==> src/rtl/fft64_reorder_buf_pkg.sv <==
// fft64_reorder_buf shared constants and types.
// Frame geometry, default sample width and read-path latency.
package fft64_reorder_buf_pkg;

  localparam int USFFT64paramnb = 16;
  localparam int FFT_LEN = 64;
  localparam int AW = 6;
  localparam int READ_LAT = 3;

  localparam logic [AW-1:0] LAST = AW'(FFT_LEN - 1);

  typedef enum logic {
    IDLE,
    RUN
  } wstate_t;

endpackage

==> src/rtl/fft64_reorder_buf_ram64.sv <==
// fft64_reorder_buf single-port 64-word RAM bank.
// Read data appears two enabled cycles after the address.
module fft64_reorder_buf_ram64
  import fft64_reorder_buf_pkg::*;
#(
  parameter int W = USFFT64paramnb
) (
  input  logic          CLK,
  input  logic          ED,
  input  logic          WE,
  input  logic [AW-1:0] ADDR,
  input  logic [W-1:0]  D,
  output logic [W-1:0]  Q
);

  logic [W-1:0] mem [FFT_LEN];
  logic [W-1:0] q1;

  // write port plus two-stage registered read
  always_ff @(posedge CLK) begin
    if (ED) begin
      if (WE) mem[ADDR] <= D;
      q1 <= mem[ADDR];
      Q  <= q1;
    end
  end

endmodule

==> src/rtl/fft64_reorder_buf.sv <==
// fft64_reorder_buf: ping-pong natural-in, permuted-out frame buffer.
// One bank fills while the other is read in bit-reverse or transpose order.
module fft64_reorder_buf
  import fft64_reorder_buf_pkg::*;
#(
  parameter int nb = USFFT64paramnb,
  parameter int ORDER = 0
) (
  input  logic          CLK,
  input  logic          RST,
  input  logic          ED,
  input  logic          START,
  input  logic [nb-1:0] DR,
  input  logic [nb-1:0] DI,
  output logic          RDY,
  output logic [nb-1:0] DOR,
  output logic [nb-1:0] DOI
);

  function automatic logic [AW-1:0] perm(input logic [AW-1:0] a);
    logic [AW-1:0] r;
    if (ORDER == 0) begin
      for (int i = 0; i < AW; i++) r[i] = a[AW-1-i];
    end else begin
      r = {a[2:0], a[5:3]};
    end
    return r;
  endfunction

  wstate_t       st, st_n;
  logic [AW-1:0] wcnt, wcnt_n;
  logic          wbank, wbank_n;
  logic          arm;
  logic          wen;
  logic [AW-1:0] waddr;

  logic          rd_act;
  logic [AW-1:0] rcnt;
  logic [AW-1:0] raddr;

  logic [READ_LAT-2:0] vd, fd, sd;

  logic [AW-1:0] baddr [2];
  logic          bwe   [2];
  logic [nb-1:0] qr    [2];
  logic [nb-1:0] qi    [2];

  // write FSM next state, write address and frame-complete arming
  always_comb begin
    st_n    = st;
    wcnt_n  = wcnt;
    wbank_n = wbank;
    arm     = 1'b0;
    wen     = 1'b0;
    waddr   = wcnt;
    unique case (st)
      IDLE: begin
        if (START) begin
          st_n   = RUN;
          wen    = 1'b1;
          waddr  = '0;
          wcnt_n = AW'(1);
        end
      end
      RUN: begin
        wen = 1'b1;
        if (START) begin
          waddr  = '0;
          wcnt_n = AW'(1);
        end else begin
          wcnt_n = wcnt + AW'(1);
          if (wcnt == LAST) begin
            wbank_n = ~wbank;
            arm     = 1'b1;
          end
        end
      end
    endcase
  end

  // write FSM state, counter and bank registers
  always_ff @(posedge CLK or posedge RST) begin
    if (RST) begin
      st    <= IDLE;
      wcnt  <= '0;
      wbank <= 1'b0;
    end else if (ED) begin
      st    <= st_n;
      wcnt  <= wcnt_n;
      wbank <= wbank_n;
    end
  end

  // read counter: 64 cycles per arming, seamless when re-armed at wrap
  always_ff @(posedge CLK or posedge RST) begin
    if (RST) begin
      rd_act <= 1'b0;
      rcnt   <= '0;
    end else if (ED) begin
      if (arm) begin
        rd_act <= 1'b1;
        rcnt   <= '0;
      end else if (rd_act) begin
        rcnt <= rcnt + AW'(1);
        if (rcnt == LAST) rd_act <= 1'b0;
      end
    end
  end

  assign raddr = perm(rcnt);

  // bank port ownership: writer gets wcnt/WE, the other bank is read
  always_comb begin
    baddr[0] = wbank ? raddr : waddr;
    bwe[0]   = ~wbank & wen;
    baddr[1] = wbank ? waddr : raddr;
    bwe[1]   = wbank & wen;
  end

  for (genvar g = 0; g < 2; g++) begin : g_bank
    fft64_reorder_buf_ram64 #(.W(nb)) u_re (
      .CLK  (CLK),
      .ED   (ED),
      .WE   (bwe[g]),
      .ADDR (baddr[g]),
      .D    (DR),
      .Q    (qr[g])
    );
    fft64_reorder_buf_ram64 #(.W(nb)) u_im (
      .CLK  (CLK),
      .ED   (ED),
      .WE   (bwe[g]),
      .ADDR (baddr[g]),
      .D    (DI),
      .Q    (qi[g])
    );
  end

  // valid, first-sample and bank-select delayed to match RAM latency
  always_ff @(posedge CLK or posedge RST) begin
    if (RST) begin
      vd <= '0;
      fd <= '0;
      sd <= '0;
    end else if (ED) begin
      vd <= {vd[READ_LAT-3:0], rd_act};
      fd <= {fd[READ_LAT-3:0], rd_act && (rcnt == '0)};
      sd <= {sd[READ_LAT-3:0], ~wbank};
    end
  end

  // output register: capture read data, pulse RDY on sample 0
  always_ff @(posedge CLK or posedge RST) begin
    if (RST) begin
      RDY <= 1'b0;
      DOR <= '0;
      DOI <= '0;
    end else if (ED) begin
      RDY <= vd[READ_LAT-2] & fd[READ_LAT-2];
      if (vd[READ_LAT-2]) begin
        DOR <= qr[sd[READ_LAT-2]];
        DOI <= qi[sd[READ_LAT-2]];
      end
    end
  end

endmodule
==> config.mk <==
export PLATFORM = sky130hd
export DESIGN_NAME = fft64_reorder_buf
export DESIGN_NICKNAME = d
export VERILOG_FILES = /design/src/rtl/fft64_reorder_buf_pkg.sv /design/src/rtl/fft64_reorder_buf_ram64.sv /design/src/rtl/fft64_reorder_buf.sv
export SDC_FILE = /design/constraint.sdc
export NUM_CORES = 2
export LEC_CHECK = 0
export ABC_CLOCK_PERIOD_IN_PS = 3700
export BUFFER_PORTS_ARGS = -buffer_cell sky130_fd_sc_hd__buf_2
export CAP_MARGIN = 20
export CORE_UTILIZATION = 38
export DETAILED_ROUTE_END_ITERATION = 6
export HOLD_SLACK_MARGIN = 0.12
export SKIP_LAST_GASP = 1
export SYNTH_ARGS = -nofsm -noshare
export SYNTH_HDL_FRONTEND = slang
export SYNTH_SLANG_ARGS = --single-unit
==> constraint.sdc <==
create_clock -name CLK -period 3.7 [get_ports CLK]
set_input_delay 0.37 -clock CLK [delete_from_list [all_inputs] [get_ports CLK]]
set_output_delay 0.37 -clock CLK [all_outputs]
set_load 0.02 [all_outputs]
# Word level (Yosys, flattened, before mapping)
# Memory sizes are Yosys's and may differ from the RTL's. A register that Yosys moved wholly into a read port is not among the register bits.
# Cells that the tools add are included.
dict set report totals {
  elab_cells 68
  in_bits 36
  out_inout_bits 33
  ram_bits 4096
  ff_bits 118
  n_memories 4
}
# name words width read_ports rd_ports_with_merged_regs wr line
set mem_list {}
lappend mem_list {{g_bank[0].u_im.mem} 64 16 1 1 1 fft64_reorder_buf_ram64.sv:16} ;# logic [W-1:0] mem [FFT_LEN];
lappend mem_list {{g_bank[0].u_re.mem} 64 16 1 1 1 fft64_reorder_buf_ram64.sv:16}
lappend mem_list {{g_bank[1].u_im.mem} 64 16 1 1 1 fft64_reorder_buf_ram64.sv:16}
lappend mem_list {{g_bank[1].u_re.mem} 64 16 1 1 1 fft64_reorder_buf_ram64.sv:16}
dict set report classes {
  n_eq_ne 3
  n_mux 29
  bitwise 7
  addsub 2
  n_reduce_logical 7
  order_cmp 1
}
# operator count
set op_table {}
lappend op_table {{two-way mux 16 bit} 6}
lappend op_table {{two-way mux 6 bit} 7}
lappend op_table {{two-way mux 1 bit} 14}
lappend op_table {{adder 6 x 1 -> 6 bit (second input constant)} 2}
lappend op_table {{equality test 6 bit (second input constant)} 2}
lappend op_table {{one-hot mux 6 bit (2 select lines)} 1}
lappend op_table {{zero test 6 bit} 1}
lappend op_table {{AND reduction 2 bit} 3}
lappend op_table {{AND reduction 4 bit} 1}
lappend op_table {{bitwise AND 1 bit} 3}
lappend op_table {{inverter 1 bit} 3}
lappend op_table {{>= comparator 2 bit (second input constant)} 1}
lappend op_table {{!= test 2 bit (second input constant)} 1}
lappend op_table {{inverter 1 -> 2 bit} 1}
lappend op_table {{one-hot mux 1 bit (2 select lines)} 1}
lappend op_table {{nonzero test 2 bit} 1}
lappend op_table {{logical AND 1 bit} 1}

# Longest topological paths before layout
dict set report depth {
  ltp_word 6
  ltp_mapped 11
  mapped_depth_nobuf 7
}

# Hierarchy
# Synthesis repeated with hierarchy kept, for this count alone.
dict set report hier_totals {
  hier_cells 9496
  hier_area_um2 164941.9
}
# module seq_area_each_um2 area_per_inst_um2 n_inst cells_each
set modules_own_cells {}
lappend modules_own_cells {fft64_reorder_buf_ram64 31710.4 40545.1 4 2305}
lappend modules_own_cells {fft64_reorder_buf 1351.3 2761.4 1 276}

# Least setup slack after synthesis
# OpenSTA, ideal clock, no wires.
dict set report synth_timing {
  kind {input to register}
  from {input START}
  to {memory g_bank[1].u_im.mem[10][0] (netlist bit), enable pin}
  required_time_ns 3.279
  setup_slack_ns -0.002
  arrival_ns 3.281
  stages 8
  path_buffers 4
  setup_ns 0.421
  cell_sequence {buf_4 -> nor3b_1 -> mux2i_2 -> clkbuf_1 -> clkbuf_1 -> or3_1 -> clkbuf_1 -> nor2_1}
}
dict set report synth_via {
  elab_chain_cells 6
  elab_cells_between_ends 8
  classes_between {mux (7); bitwise (1)}
}
# element line
set synth_rtl {}
lappend synth_rtl {{start: declaration} fft64_reorder_buf.sv:12} ;# input logic START,
lappend synth_rtl {{two-way mux 1 bit} fft64_reorder_buf.sv:58} ;# if (START) begin
lappend synth_rtl {{one-hot mux 1 bit (2 select lines)} fft64_reorder_buf.sv:56} ;# unique case (st)
lappend synth_rtl {{bitwise AND 1 bit} fft64_reorder_buf.sv:117} ;# bwe[1] = wbank & wen;
lappend synth_rtl {{two-way mux 1 bit} fft64_reorder_buf_ram64.sv:22} ;# if (WE) mem[ADDR] <= D;
lappend synth_rtl {{two-way mux 1 bit} fft64_reorder_buf_ram64.sv:21} ;# if (ED) begin
lappend synth_rtl {{two-way mux 1 bit (not written as such)} fft64_reorder_buf_ram64.sv:22}
lappend synth_rtl {{end: declaration} fft64_reorder_buf_ram64.sv:16}
# Parallel ways exist; a longest one is shown, timed or not.

# Worst setup path in the final report
dict set report layout_timing {
  from {register wbank}
  to {register g_bank[1].u_im.q1[6] (read register of g_bank[1].u_im.mem) (data pin)}
}
dict set report layout_via {
  elab_chain_cells 1
}
# element line
set layout_rtl {}
lappend layout_rtl {{start: declaration} fft64_reorder_buf.sv:32} ;# logic wbank, wbank_n;
lappend layout_rtl {{start signal: assignment} fft64_reorder_buf.sv:90} ;# wbank <= wbank_n;
lappend layout_rtl {{two-way mux 6 bit} fft64_reorder_buf.sv:116} ;# baddr[1] = wbank ? waddr : raddr;
lappend layout_rtl {{end: declaration} fft64_reorder_buf_ram64.sv:17} ;# logic [W-1:0] q1;
# Every way passes these cells.
# A chain may end at the register's enable or synchronous reset.

==> run summary <==
- run status: finished, violations left
- violated checks: setup timing
- internal power: 0.0794 W
- post-placement cell area: 0.186 mm²
- actual slew at the worst max-slew pin: 1.20 ns
- detailed-router iteration count before antenna repair: 6
- net count of the mapped netlist: 12916
- proportion of power drawn by flip-flops and latches: 0.524
- drc violations: 0
- startpoint of the lowest-slack hold path: DR[15]
- length in cells of the worst reg-to-reg path: 11
- Chip Width: 674 µm
- max-slew headroom at the worst pin: 0.201
- final-layout worst hold slack: 0.169 ns
- critical path data arrival time: 4.58 ns
- hold endpoint: g_bank[0].u_re.mem[23][15]
- critical-path maximum fanout: 111
- power density over the cells: 512 mW/mm²
- commonest cells after routing, fill and taps aside: 4224 x sky130_fd_sc_hd__edfxtp_1, 2069 x sky130_fd_sc_hd__o21ai_0, 2056 x sky130_fd_sc_hd__nand3_1
- initial antenna violation count: 55
- total die area: 0.455 mm²
- met1 track demand over resource: 0.334
- clock transition at the register clock pins on the worst setup and hold paths after CTS: 0.06 ns
- number of warnings printed during yosys synthesis: 0
- beginning of the worst register-to-register path: wbank
- global-route track usage on met2: 0.370
- portion of total power attributed to the clock network: 0.418
- CTS max path bufs: 4
- final design instance area without fill: 0.201 mm²
- maximum number of pins on one net before global-route repair: 164
- Detailed Place HPWL: 309000 µm
- post-synthesis cell type count: 45
- CTS Root Cell: sky130_fd_sc_hd__clkbuf_16
- Max Clk Rate: 263 MHz
- number of nets in the layout: 13120
- initial standard-cell utilization of the core: 0.382
- synth top area cells: sky130_fd_sc_hd__edfxtp_1 74%, sky130_fd_sc_hd__o21ai_0 6.0%, sky130_fd_sc_hd__nand3_1 6.0%
- main flop type after synthesis: sky130_fd_sc_hd__edfxtp_1
- unrepaired setup endpoints after global routing: yes
- number of clock sinks seen by CTS: 4278
- synthesized area per cell: 13.3 µm²
- post-placement worst setup slack: -0.401 ns
- cell accounting for the most synthesized area: sky130_fd_sc_hd__edfxtp_1
- post-synthesis cell count: 12877
- final-layout fill cell count: 39793
- depth of the CTS H-tree: 5
- type of origin of the critical path: flop
- data required time of the critical path: 4.48 ns
- 1st-iter DRT viols: 17362
- wire length of the first global-routing pass: 810000 µm
- NetSw: 0.0233 W
- highest-utilization routing layer at the global route stage: met2
- minimum setup slack in the final design: -0.0981 ns
- Final Hold Fails: 0
- via/cell ratio: 6.13
- proportion of synthesized flip-flops having asynchronous set or reset: 0.0126
- path type of the worst min-delay path: in -> reg
- clock insertion delay at the later pin of the skew report: 1.04 ns
- CTS tree: yes
- leakage power: 65.7 nW
- post-route ant nets: 0
- Netlist Area Pre-Place: 0.172 mm²
- routed wirelength normalized by instance count: 29.2 µm
- Critical Setup Path Class: reg -> reg
- met3 usage: 0.0409
- Slew Viols, Final: 0
- number of flops mapped to enable cells by yosys: 4224
- Cell Rows: 246
- overflow left after global routing: 0
- synthesized flop and latch total: 4278
- Yosys top cell area share: 0.739
- hold-critical path depth: 2
- area taken by multi-input logic gates: 0.0401 mm²
- Worst R2R Setup Slack: -0.1 ns
- maximum resistive drop on vdd: 417 µV
- overall fraction of global-route tracks in use: 0.241
- total of buffers placed on input and output ports: 68
- Worst Setup End Kind: flop
- proportion of power drawn by combinational gates: 0.059
- Final Wtd Congestion: 0.878
- final critical path time including I/O delays and setup: 3.80 ns
- worst flop-to-flop path endpoint: g_bank[1].u_im.q1[6]
- I/O pins: 69
- total via count after detailed routing: 118907
- final setup skew: 0.0927 ns
- number of buffers created by CTS: 426
- Max Cap Viol: 0
- fin crit share: 1.03
- DIE HEIGHT: 674 µm
- Placeable Area: 0.449 mm²
- post-synthesis sequential area ratio: 0.747
- count of final setup violators: 7
- fraction of final layout cells with drive strength greater than 1: 0.131
- leading cell type in the layout, fill and taps excluded: sky130_fd_sc_hd__edfxtp_1
- synthesis-to-finish area growth: 16.9%
- sequential cell area in the final layout: 0.128 mm²
- detailed-route wire length: 566000 µm
- Net Sw Frac: 0.227
- number of global-route vias before repair: 112515
- setup TNS: -0.257 ns
-- cell usage after synthesis (2+ instances only) --
cell type / number
sky130_fd_sc_hd__nand4_1: 2
sky130_fd_sc_hd__buf_1: 93
sky130_fd_sc_hd__a2111oi_0: 512
sky130_fd_sc_hd__and3_1: 2
sky130_fd_sc_hd__and2_1: 3
sky130_fd_sc_hd__o31ai_1: 2
sky130_fd_sc_hd__nand3_1: 2064
sky130_fd_sc_hd__o21ai_0: 2069
sky130_fd_sc_hd__o22ai_1: 257
sky130_fd_sc_hd__mux2i_2: 3
sky130_fd_sc_hd__a21oi_1: 1571
sky130_fd_sc_hd__buf_4: 5
sky130_fd_sc_hd__nor3b_1: 3
sky130_fd_sc_hd__buf_6: 2
sky130_fd_sc_hd__nor3_1: 2
sky130_fd_sc_hd__o21a_1: 5
sky130_fd_sc_hd__nor2_1: 171
sky130_fd_sc_hd__or4_1: 64
sky130_fd_sc_hd__xnor2_1: 4
sky130_fd_sc_hd__buf_2: 97
sky130_fd_sc_hd__o21ai_1: 3
sky130_fd_sc_hd__nand2_1: 546
sky130_fd_sc_hd__mux2_2: 4
sky130_fd_sc_hd__mux2i_1: 35
sky130_fd_sc_hd__dfrtp_1: 54
sky130_fd_sc_hd__inv_1: 8
sky130_fd_sc_hd__nor2b_1: 4
sky130_fd_sc_hd__and4_1: 2
sky130_fd_sc_hd__nand2b_1: 6
sky130_fd_sc_hd__ha_1: 3
sky130_fd_sc_hd__or3_1: 9
sky130_fd_sc_hd__edfxtp_1: 4224
sky130_fd_sc_hd__clkbuf_1: 1036
-- per-stage QoR --
stage               utilization  power [W]  instances
global placement          0.415     0.0606      18558
finish                    0.447      0.103      19404
floorplan                     -     0.0570      12877
global route              0.447      0.105      19393
detailed placement        0.415     0.0606      18564
CTS                       0.446      0.103      19373
-- how the worst max path moves through the flow --
stage	endpoint	slack, ns	start	cells past startpoint
global placement	g_bank[1].u_im.q1[1]	-0.45	START	11
finish	g_bank[1].u_im.q1[6]	-0.1	wbank	11
floorplan	g_bank[1].u_im.mem[10][0]	-0.002	START	8
CTS	g_bank[1].u_re.q1[15]	-0.1	wcnt[0]	8
global route	g_bank[0].u_im.q1[11]	-0.1	wbank	11
detailed placement	g_bank[1].u_re.q1[15]	-0.40	START	9
-- area by class of cell --
class,count,share of cell area
sequential,4278,0.638
multi-input combinational,7357,0.200
timing repair buffer,1009,0.0565
clock buffer,526,0.0554
tap,5952,0.0371
clock inverter,246,0.0123
antenna,27,0.000337
inverter,9,0.000168
-- what timing repair did --
item	4_1_cts	5_1_grt
resized for setup	25	67
pin swaps	0	0
hold endpoints to repair	1492	38
buffers inserted	1	2
setup endpoints to repair	22	38
hold buffers	36	1
-- power by group through the flow --
| stage | registers [W] | logic (W) | clock network [W] |
|---|---|---|---|
| global placement | 0.0548 | 0.00576 | 0 |
| detailed placement | 0.0548 | 0.00582 | 0 |
| finish | 0.0538 | 0.00601 | 0.0429 |
| floorplan | 0.0548 | 0.00228 | 0 |
| CTS | 0.0538 | 0.00588 | 0.0433 |
| global route | 0.0538 | 0.00629 | 0.0451 |
-- logic make-up (layout without fill, tap and decap cells) --
family,count (synthesis),in the layout,share of synthesized area
other,0,27,0
AND/OR/NAND/NOR,2884,2884,0.0801
flip-flops,4278,4278,0.747
XOR/XNOR,5,5,0.000255
adder cells (fa/ha/maj),3,3,0.000219
AO/OA/AOI/OAI,4423,4423,0.142
multiplexers,42,42,0.00254
buffers and inverters,1242,1790,0.0281
-- critical path: stages (launching register included) --
cell and delay (ns):
sky130_fd_sc_hd__dfrtp_2 0.51, sky130_fd_sc_hd__buf_4 0.19, sky130_fd_sc_hd__nand3b_1 0.12, sky130_fd_sc_hd__buf_12 0.21, sky130_fd_sc_hd__buf_12 0.19, sky130_fd_sc_hd__buf_12 0.38
sky130_fd_sc_hd__nand3_1 0.11, sky130_fd_sc_hd__a21oi_1 0.07, sky130_fd_sc_hd__a2111oi_0 0.50, sky130_fd_sc_hd__buf_4 0.20, sky130_fd_sc_hd__o22ai_1 0.32, sky130_fd_sc_hd__or4_1 0.52
-- metal layers --
layer	part of all wire	up-vias
met5	0.00019	-
met4	0.050	16
met3	0.10	1004
met2	0.46	6784
met1	0.39	60376
li1	-	50727
-- flip-flops by register name, summed over array words and instances, names as in the netlist --
name,count
fd,2
wcnt,6
g_bank.u_im.mem,2048
DOR,16
g_bank.u_re.Q,32
g_bank.u_im.q1,32
DOI,16
g_bank.u_re.mem,2048
rcnt,6
g_bank.u_re.q1,32
vd,2
st,1
RDY,1
sd,2
g_bank.u_im.Q,32
rd_act,1
wbank,1
Note: power is estimated with default switching activity, not from simulation.
